--- src/rtl/zephyr_loader.sv ---
// zephyr_loader: streams a program into the zephyr CPU's program RAM and holds the CPU
// in reset until the load completes. Optional checksum stage: ZEPHYR_LOADER_CHECKSUM_EN.
module zephyr_loader #(
  parameter int ADDR_W   = 4,
  parameter int DATA_W   = 8,
  parameter int LOAD_LEN = 16
) (
  input  logic              clk,
  input  logic              reset,
  input  logic [DATA_W-1:0] in_data,
  input  logic              in_valid,
  input  logic              in_last,
  output logic              in_ready,
  input  logic              start,
  output logic              ram_we,
  output logic [ADDR_W-1:0] ram_addr,
  output logic [DATA_W-1:0] ram_wdata,
  output logic              cpu_reset,
  output logic              done,
  output logic              err,
  output logic [ADDR_W:0]   byte_count
);

  typedef enum logic [2:0] {
    ST_LOAD  = 3'd0,
    ST_FLUSH = 3'd1,
    ST_RUN   = 3'd2
`ifdef ZEPHYR_LOADER_CHECKSUM_EN
    ,
    ST_CHECK = 3'd3,
    ST_ERROR = 3'd4
`endif
  } state_t;

  localparam logic [ADDR_W:0] LAST_IDX = (ADDR_W+1)'(LOAD_LEN - 1);
  localparam logic [ADDR_W:0] CNT_ONE  = (ADDR_W+1)'(1);
  localparam logic [ADDR_W:0] CNT_ZERO = (ADDR_W+1)'(0);

  state_t              state_r;
  state_t              state_s;
  logic                ram_we_r;
  logic [ADDR_W-1:0]   ram_addr_r;
  logic [DATA_W-1:0]   ram_wdata_r;
  logic                cpu_reset_r;
  logic                done_r;
  logic [ADDR_W:0]     byte_count_r;
  logic                accept_s;
  logic                data_beat_s;
  logic                data_end_s;
  logic                restart_s;

`ifdef ZEPHYR_LOADER_CHECKSUM_EN
  logic [DATA_W-1:0]   sum_r;
  logic                sum_ok_s;
  logic                err_r;

  assign in_ready = (state_r == ST_LOAD) || (state_r == ST_CHECK);
  assign sum_ok_s = (sum_r == in_data);
  assign err      = err_r;
`else
  assign in_ready = (state_r == ST_LOAD);
  assign err      = 1'b0;
`endif

  assign accept_s    = in_valid && in_ready;
  assign data_beat_s = accept_s && (state_r == ST_LOAD);
  // The pointer never wraps: the beat at the last address always ends the load.
  assign data_end_s  = data_beat_s && (in_last || (byte_count_r == LAST_IDX));
  assign restart_s   = (state_r != ST_LOAD) && (state_s == ST_LOAD);

  assign ram_we     = ram_we_r;
  assign ram_addr   = ram_addr_r;
  assign ram_wdata  = ram_wdata_r;
  assign cpu_reset  = cpu_reset_r;
  assign done       = done_r;
  assign byte_count = byte_count_r;

  // Next-state decode
  always_comb begin
    state_s = state_r;
    case (state_r)
      ST_LOAD: begin
        if (data_end_s) begin
`ifdef ZEPHYR_LOADER_CHECKSUM_EN
          state_s = ST_CHECK;
`else
          state_s = ST_FLUSH;
`endif
        end else begin
          state_s = ST_LOAD;
        end
      end
      ST_FLUSH: state_s = ST_RUN;
      ST_RUN: begin
        if (start) state_s = ST_LOAD;
        else       state_s = ST_RUN;
      end
`ifdef ZEPHYR_LOADER_CHECKSUM_EN
      ST_CHECK: begin
        if (accept_s) state_s = sum_ok_s ? ST_RUN : ST_ERROR;
        else          state_s = ST_CHECK;
      end
      ST_ERROR: begin
        if (start) state_s = ST_LOAD;
        else       state_s = ST_ERROR;
      end
`endif
      default: state_s = ST_LOAD;
    endcase
  end

  // State register
  always_ff @(posedge clk) begin
    if (reset) state_r <= ST_LOAD;
    else       state_r <= state_s;
  end

  // RAM write port, byte counter and CPU control, all registered
  always_ff @(posedge clk) begin
    if (reset) begin
      ram_we_r     <= 1'b0;
      ram_addr_r   <= {ADDR_W{1'b0}};
      ram_wdata_r  <= {DATA_W{1'b0}};
      byte_count_r <= CNT_ZERO;
      cpu_reset_r  <= 1'b1;
      done_r       <= 1'b0;
    end else begin
      ram_we_r    <= data_beat_s;
      cpu_reset_r <= (state_s != ST_RUN);
      done_r      <= (state_s == ST_RUN);
      if (data_beat_s) begin
        ram_addr_r   <= byte_count_r[ADDR_W-1:0];
        ram_wdata_r  <= in_data;
        byte_count_r <= byte_count_r + CNT_ONE;
      end else if (restart_s) begin
        byte_count_r <= CNT_ZERO;
      end else begin
        byte_count_r <= byte_count_r;
      end
    end
  end

`ifdef ZEPHYR_LOADER_CHECKSUM_EN
  // Running mod-256 sum of data bytes and the sticky checksum error flag
  always_ff @(posedge clk) begin
    if (reset) begin
      sum_r <= {DATA_W{1'b0}};
      err_r <= 1'b0;
    end else begin
      err_r <= (state_s == ST_ERROR);
      if (data_beat_s)    sum_r <= sum_r + in_data;
      else if (restart_s) sum_r <= {DATA_W{1'b0}};
      else                sum_r <= sum_r;
    end
  end
`endif

endmodule

--- config.mk ---
export PLATFORM = sky130hd
export DESIGN_NAME = zephyr_loader
export DESIGN_NICKNAME = d
export VERILOG_FILES = /design/src/rtl/zephyr_loader.sv
export SDC_FILE = /design/constraint.sdc
export NUM_CORES = 1
export LEC_CHECK = 0
export CAP_MARGIN = 25
export CORE_MARGIN = 1.5
export CORE_UTILIZATION = 37
export DETAILED_ROUTE_END_ITERATION = 10
export GPL_ROUTABILITY_DRIVEN = 0
export GPL_TIMING_DRIVEN = 0
export MAX_ROUTING_LAYER = met4
export PLACE_DENSITY = 0.79
export SYNTH_ARGS = -nofsm -noshare
export SYNTH_HDL_FRONTEND = slang
export SYNTH_SLANG_ARGS = --single-unit
--- constraint.sdc ---
create_clock -name clk -period 1.35 [get_ports clk]
set_input_delay 0.27 -clock clk [delete_from_list [all_inputs] [get_ports clk]]
set_output_delay 0.27 -clock clk [all_outputs]
set_load 0.005 [all_outputs]
==> results of run 1 <==
-- cell families (layout without fill, tap and decap cells) --
family,count (synthesis),count (layout),share of synthesized area
other,1,1,0.00447
DFF,22,22,0.525
adders and majority gates,2,2,0.0298
AOI/OAI and AO/OA,23,23,0.157
buffers and inverters,8,58,0.0552
and+or+nand+nor,40,40,0.228
-- synth_stat cells, types with 2 or more instances --
cell type,number
a21oi_1,17
nor2_1,2
nand3_1,3
or3b_1,2
a311oi_1,2
dfxtp_1,22
nand2b_1,3
nand2_1,27
ha_1,2
buf_4,2
inv_1,2
clkbuf_1,2
-- power breakdown --
part	leakage (nW)	total (mW)	internal (mW)	switching [mW]
Combinational	0.416	0.225	0.127	0.0980
Clock	0.0279	0.507	0.300	0.207
Sequential	0.189	0.695	0.679	0.0166
-- metal layers --
| layer | track usage | vias to the layer above | share of wire |
|---|---|---|---|
| li1 | - | 421 | - |
| met1 | 0.204 | 399 | 0.40 |
| met2 | 0.327 | 53 | 0.51 |
| met3 | 0.0208 | 5 | 0.075 |
| met4 | 0.0811 | 0 | 0.020 |
| met5 | - | - | 0 |
-- area by class of cell --
| class | instances | area (µm²) | area share |
|---|---|---|---|
| sequential | 22 | 474 | 0.343 |
| timing repair buffer | 46 | 404 | 0.292 |
| multi-input combinational | 66 | 365 | 0.264 |
| buffer | 6 | 45.0 | 0.0325 |
| tap | 28 | 35.0 | 0.0253 |
| clock inverter | 1 | 30.0 | 0.0217 |
| clock buffer | 3 | 22.5 | 0.0163 |
| inverter | 2 | 7.51 | 0.00542 |
-- worst max path at each step --
stage	from	end	slack (ns)	cells past startpoint
2_1_floorplan	byte_count[0]	byte_count[4]	0.05	5
3_3_place_gp	in_valid	byte_count[3]	-0.32	4
3_5_place_dp	in_valid	ram_addr[3]	-0.35	6
4_1_cts	in_valid	ram_addr[3]	0.002	6
5_1_grt	state_r[1]	ram_addr[0]	-0.02	5
6_report	state_r[0]	in_ready	0.03	2
-- cell usage in the layout (no fill, tap or decap), drive strengths merged --
| master | instances |
|---|---|
| a211oi | 1 |
| a21oi | 17 |
| a311oi | 2 |
| a41oi | 1 |
| and3 | 1 |
| buf | 18 |
| bufinv | 1 |
| clkbuf | 5 |
| clkdlybuf4s15 | 2 |
| clkdlybuf4s50 | 10 |
| conb | 1 |
| dfxtp | 22 |
| dlygate4sd2 | 19 |
| dlymetal6s2s | 1 |
| ha | 2 |
| inv | 2 |
| nand2 | 27 |
| nand2b | 3 |
| nand3 | 3 |
| nor2 | 3 |
| nor3b | 1 |
| o21a | 1 |
| o21ai | 1 |
| or3b | 2 |
-- registers in the layout (all words and copies together), names as in the netlist --
| signal | flops |
|---|---|
| state_r | 2 |
| byte_count | 5 |
| cpu_reset | 1 |
| ram_we | 1 |
| done | 1 |
| ram_addr | 4 |
| ram_wdata | 8 |
-- stage by stage --
stage	power (mW)	instances	TNS, ns
4_1_cts	1.41	170	0
6_report	1.43	174	0
5_1_grt	1.49	174	-0.0260
2_1_floorplan	0.797	96	0
3_5_place_dp	0.906	156	-5.64
3_3_place_gp	0.901	156	-4.97
-- repair_timing --
action	CTS	global route
endpoints found under the setup margin	26	13
buffers inserted	10	4
gates resized for setup	46	7
hold buffers	0	0
hold endpoints to repair	0	0
pin swaps	1	2
==> summary.md, run 1 <==
| Metric | Value |
|---|---|
| Worst reg2reg path startpoint | `state_r[1]` |
| Syn Std Cell Area | `838 µm²` |
| Die Y-Extent | `50.6 µm` |
| Root Buffer | `clkbuf_4` |
| Minimum clock period | `1.32 ns` |
| Die footprint | `2560 µm²` |
| Worst R2R Setup Slack | `0.04 ns` |
| DR DRC count | `0` |
| Clock latency on the worst-skew pair | `0.31 ns` |
| Core Util, Final | `0.638` |
| Final slew viol count | `0` |
| Final Hold Slack | `0.359 ns` |
| EDFF count, synth | `0` |
| Ant. Diodes | `0` |
| Worst Hold Path EP | `ram_wdata[4]` |
| Post-Syn Nets | `111` |
| Synth area leaders | `dfxtp_1, nand2_1, a21oi_1` |
| Clock tree buffer depth | `2` |
| Crit-path max cell delay | `0.39 ns` |
| CTS tree | `yes` |
| Crit path launch type | `register` |
| Min-delay src | `reset` |
| IO Port Bufs | `32` |
| VDD IR max | `0.599 mV` |
| Vias after detailed routing | `878` |
| Max_cap viols | `0` |
| Grt ovf | `0` |
| Synth Area per Inst | `8.73 µm²` |
| Worst r2r dst | `ram_addr[3]` |
| PD cells | `1030 nW/µm²` |
| Dpl cell area | `1190 µm²` |
| Synth-to-layout area growth | `65.1%` |
| Yosys Warn Count | `0` |
| Worst EP required | `1.08 ns` |
| CORE AREA | `2170 µm²` |
| Final Cycle Share | `0.979` |
| Crit-path leading delay family | `flip-flops` |
| CTS clk-pin slew, worst paths | `0.12 ns` |
| Cell taking the most area after synthesis | `dfxtp_1` |
| Slowest cell on crit path | `dfxtp_4` |
| Synth top area share | `0.525` |
| Fillers | `189` |
| Detailed Place HPWL | `1340 µm` |
| Vias in the first global route | `783` |
| Leak | `0.633 nW` |
| Largest net degree at the start of global routing | `14` |
| First-pass GRT wire length | `3430 µm` |
| CP Data Arrival Time | `1.05 ns` |
| Max frequency | `0.756 GHz` |
| Crit. End Element | `output port` |
| Post-synth ARST share | `0` |
| Routed len/inst | `12.9 µm` |
| Slew @ Worst Pin | `0.506 ns` |
| Cell area after layout | `1380 µm²` |
| Synthesized instance count | `96` |
| Chip width | `50.6 µm` |
| Antenna violations before repair | `0` |
| Register area share after synthesis | `0.525` |
| RSZ-0062 raised after global routing | `true` |
| Setup WS pre-CTS | `-0.350 ns` |
| Antenna-violating nets left | `0` |
| Cells on Worst Hold Path | `2` |
| Nets | `162` |
| First DRT Iteration DRCs | `40` |
| Average vias per placed instance | `5.05` |
| Sink Count | `22` |
| Slew headroom | `0.662` |
| Worst Reg2Reg Path Length in Cells | `5` |
| Dominant synthesized flop cell | `dfxtp_1` |
| Hold Path Class | `in -> reg` |
| First-pass iteration count of the detailed router | `5` |
| Layout Skew | `0.00177 ns` |
| Num ports | `35` |
| Inserted Clock Buffers | `3` |
| CTS H-tree lvls | `1` |
| Post-synthesis register bit count | `22` |
| CP Class | `reg -> out` |
| Row Count | `17` |
| Final Hold Fails | `0` |
| Starting Density | `0.386` |
| Distinct cell type count after synthesis | `22` |
| Final worst slack | `0.0278 ns` |
| Final Setup Violations | `0` |
| Outcome | `complete, no violations` |
| Share of layout cells above drive strength 1 | `0.315` |
| Buf/Inv on CP | `1` |
| All-Layer GR Usage | `0.183` |
| CP max FO | `6` |
| WL final | `2240 µm` |
| Cell-by-cell trace of the critical path | `nor2_1 > dlygate4sd2_1` |
Power figures use the tool's default switching activity.
==> inputs of run 2 (changes only) <==
--- a/config.mk
+++ b/config.mk
@@ -6,7 +6,7 @@
 export NUM_CORES = 1
 export LEC_CHECK = 0
 export CAP_MARGIN = 25
-export CORE_MARGIN = 1.5
+export CORE_MARGIN = 8
 export CORE_UTILIZATION = 37
 export DETAILED_ROUTE_END_ITERATION = 10
 export GPL_ROUTABILITY_DRIVEN = 0
==> summary.md, run 2 (synthesis gave the netlist of run 1 again) <==
| Metric | Value |
|---|---|
| All-Layer GR Usage | `0.116 (-0.0675)` |
| Max reg flops | `8 (unchanged)` |
| CP max FO | `8 (+2)` |
| Leak | `0.649 nW (+2.5%)` |
| DR DRC count | `0 (unchanged)` |
| Die footprint | `4040 µm² (+58%)` |
| Antenna violations before repair | `0 (unchanged)` |
| Worst R2R Setup Slack | `-0.07 ns (-0.11 ns)` |
| IO Port Bufs | `32 (unchanged)` |
| Max_cap viols | `0 (unchanged)` |
| Outcome | `finished, violations left` |
| Minimum clock period | `1.42 ns (+0.0991 ns)` |
| Worst Reg2Reg Path Length in Cells | `6 (+1)` |
| Crit. End Element | `register` |
| Placed Instances | `156 (unchanged)` |
| Largest net degree at the start of global routing | `13 (-1)` |
| Worst setup path endpoint | `ram_addr[2]` |
| Crit-path max cell delay | `0.39 ns (about the same)` |
| Critical path depth in cells | `6 (+4)` |
| Final slew viol count | `0 (unchanged)` |
| CTS clk-pin slew, worst paths | `0.12 ns (about the same)` |
| Final worst slack | `-0.0713 ns (-0.0991 ns)` |
| Row Count | `17 (unchanged)` |
| Vias after detailed routing | `860 (-2.1%)` |
| Most common cell after layout, fill and taps aside | `nand2_1` |
| Final Cycle Share | `1.05 (+0.0734)` |
| Die Y-Extent | `63.6 µm (+26%)` |
| Cell-by-cell trace of the critical path | `buf_6 > or3b_1 > buf_6 > clkbuf_16 > nand2_2 > a21oi_2` |
| Crit path from | `state_r[0]` |
| PD cells | `911 nW/µm² (-12%)` |
| Average vias per placed instance | `5.00 (-0.91%)` |
| Vias in the first global route | `804 (+2.7%)` |
| First DRT Iteration DRCs | `24 (-40%)` |
| Final Setup Violations | `14 (+14)` |
| Hold Path Class | `in -> reg` |
| Final Hold Slack | `0.409 ns (+0.0494 ns)` |
| Crit-path leading delay family | `simple AND/OR/NAND/NOR gates` |
| Failing checks | `setup timing` |
| WL final | `2530 µm (+13%)` |
| Grt ovf | `0 (unchanged)` |
| Inserted Clock Buffers | `3 (unchanged)` |
| CTS H-tree lvls | `1 (unchanged)` |
| CP Class | `reg -> reg` |
| Max frequency | `0.704 GHz (-7.0%)` |
| Slowest cell on crit path | `or3b_1` |
| Buf/Inv on CP | `3 (+2)` |
| CORE AREA | `2170 µm² (unchanged)` |
| Detailed Place HPWL | `1590 µm (+19%)` |
| First-pass iteration count of the detailed router | `4 (-1)` |
| Final Hold Fails | `0 (unchanged)` |
| Chip width | `63.6 µm (+26%)` |
| Clock tree buffer depth | `2 (unchanged)` |
| Worst EP required | `1.53 ns (+0.45 ns)` |
| Antenna-violating nets left | `0 (unchanged)` |
| Nets | `160 (-1.2%)` |
| Setup WS pre-CTS | `-0.376 ns (-0.0261 ns)` |
| CTS tree | `yes` |
| Routed len/inst | `14.7 µm (+15%)` |
| First-pass GRT wire length | `3680 µm (+7.2%)` |
| Setup TNS | `-0.645 ns (-0.645 ns)` |
| RSZ-0062 raised after global routing | `true` |
| Crit path launch type | `register` |
| Worst path most repeated cell | `buf_6` |
| Slew headroom | `0.609 (-0.0532)` |
| Sink Count | `22 (unchanged)` |
| Worst r2r dst | `ram_addr[2]` |
| Design Power | `1.30 mW (-8.7%)` |
| VDD IR max | `0.572 mV (-4.4%)` |
| Share of layout cells above drive strength 1 | `0.375 (+0.0599)` |
| Layout Skew | `0.00822 ns (+0.00645 ns)` |
| Root Buffer | `clkbuf_4` |
| Core Util, Final | `0.659 (+0.0213)` |
| Worst reg2reg path startpoint | `state_r[0]` |
| CP Data Arrival Time | `1.61 ns (+0.56 ns)` |
| Ant. Diodes | `0 (unchanged)` |
| Starting Density | `0.386 (unchanged)` |
| Slew @ Worst Pin | `0.586 ns (+0.0797 ns)` |
| Layout Cells excl Fill | `172 (-1.1%)` |
| Cell area after layout | `1430 µm² (+3.3%)` |
| Clock latency on the worst-skew pair | `0.31 ns (about the same)` |
| Num ports | `35 (unchanged)` |
| Dpl cell area | `1190 µm² (unchanged)` |
| Synth-to-layout area growth | `70.6%` |
| Most frequent cells in the layout | `nand2_1, dlygate4sd2_1, a21oi_1, dfxtp_2, clkdlybuf4s50_1` |
==> run 2: worst min-delay path by stage <==
stage               cells after the start    startpoint  slack (ns)      endpoint
finish                                  2         reset        0.41  ram_wdata[2]
global route                            2         reset        0.43  ram_wdata[2]
CTS                                     2         reset        0.36  ram_wdata[5]
detailed placement                      2  ram_wdata[5]        0.45  ram_wdata[5]
global placement                        2  ram_wdata[5]        0.44  ram_wdata[5]
floorplan                               1       in_last        0.38    state_r[0]
==> run 2: repair_timing <==
action	4_1_cts	5_1_grt
pin swaps	3	12
hold buffers	0	0
endpoints found under the setup margin	33	15
gates resized for setup	52	17
buffers inserted	9	2
cloned	0	1
==> run 2: area by class of cell <==
| class | instances | area, µm² |
|---|---|---|
| multi-input cells | 66 | 419 |
| plain buffers | 6 | 52.6 |
| well taps | 28 | 35.0 |
| inverters | 2 | 7.51 |
| repair buffers | 44 | 405 |
| clock buffers | 4 | 36.3 |
| flip-flops and latches | 22 | 474 |
| fillers | 189 | 739 |
==> run 2: power by group <==
part	internal (mW)	switching, mW	total, mW	leakage [nW]
clock network	0.165	0.193	0.358	0.0210
logic	0.137	0.114	0.251	0.439
registers	0.677	0.0173	0.694	0.188
==> run 2: routing by layer <==
metal  global-route usage  share of wire
met5                    -              0
met4               0.0780          0.027
met3               0.0230          0.078
met2                0.186           0.48
met1                0.126           0.42
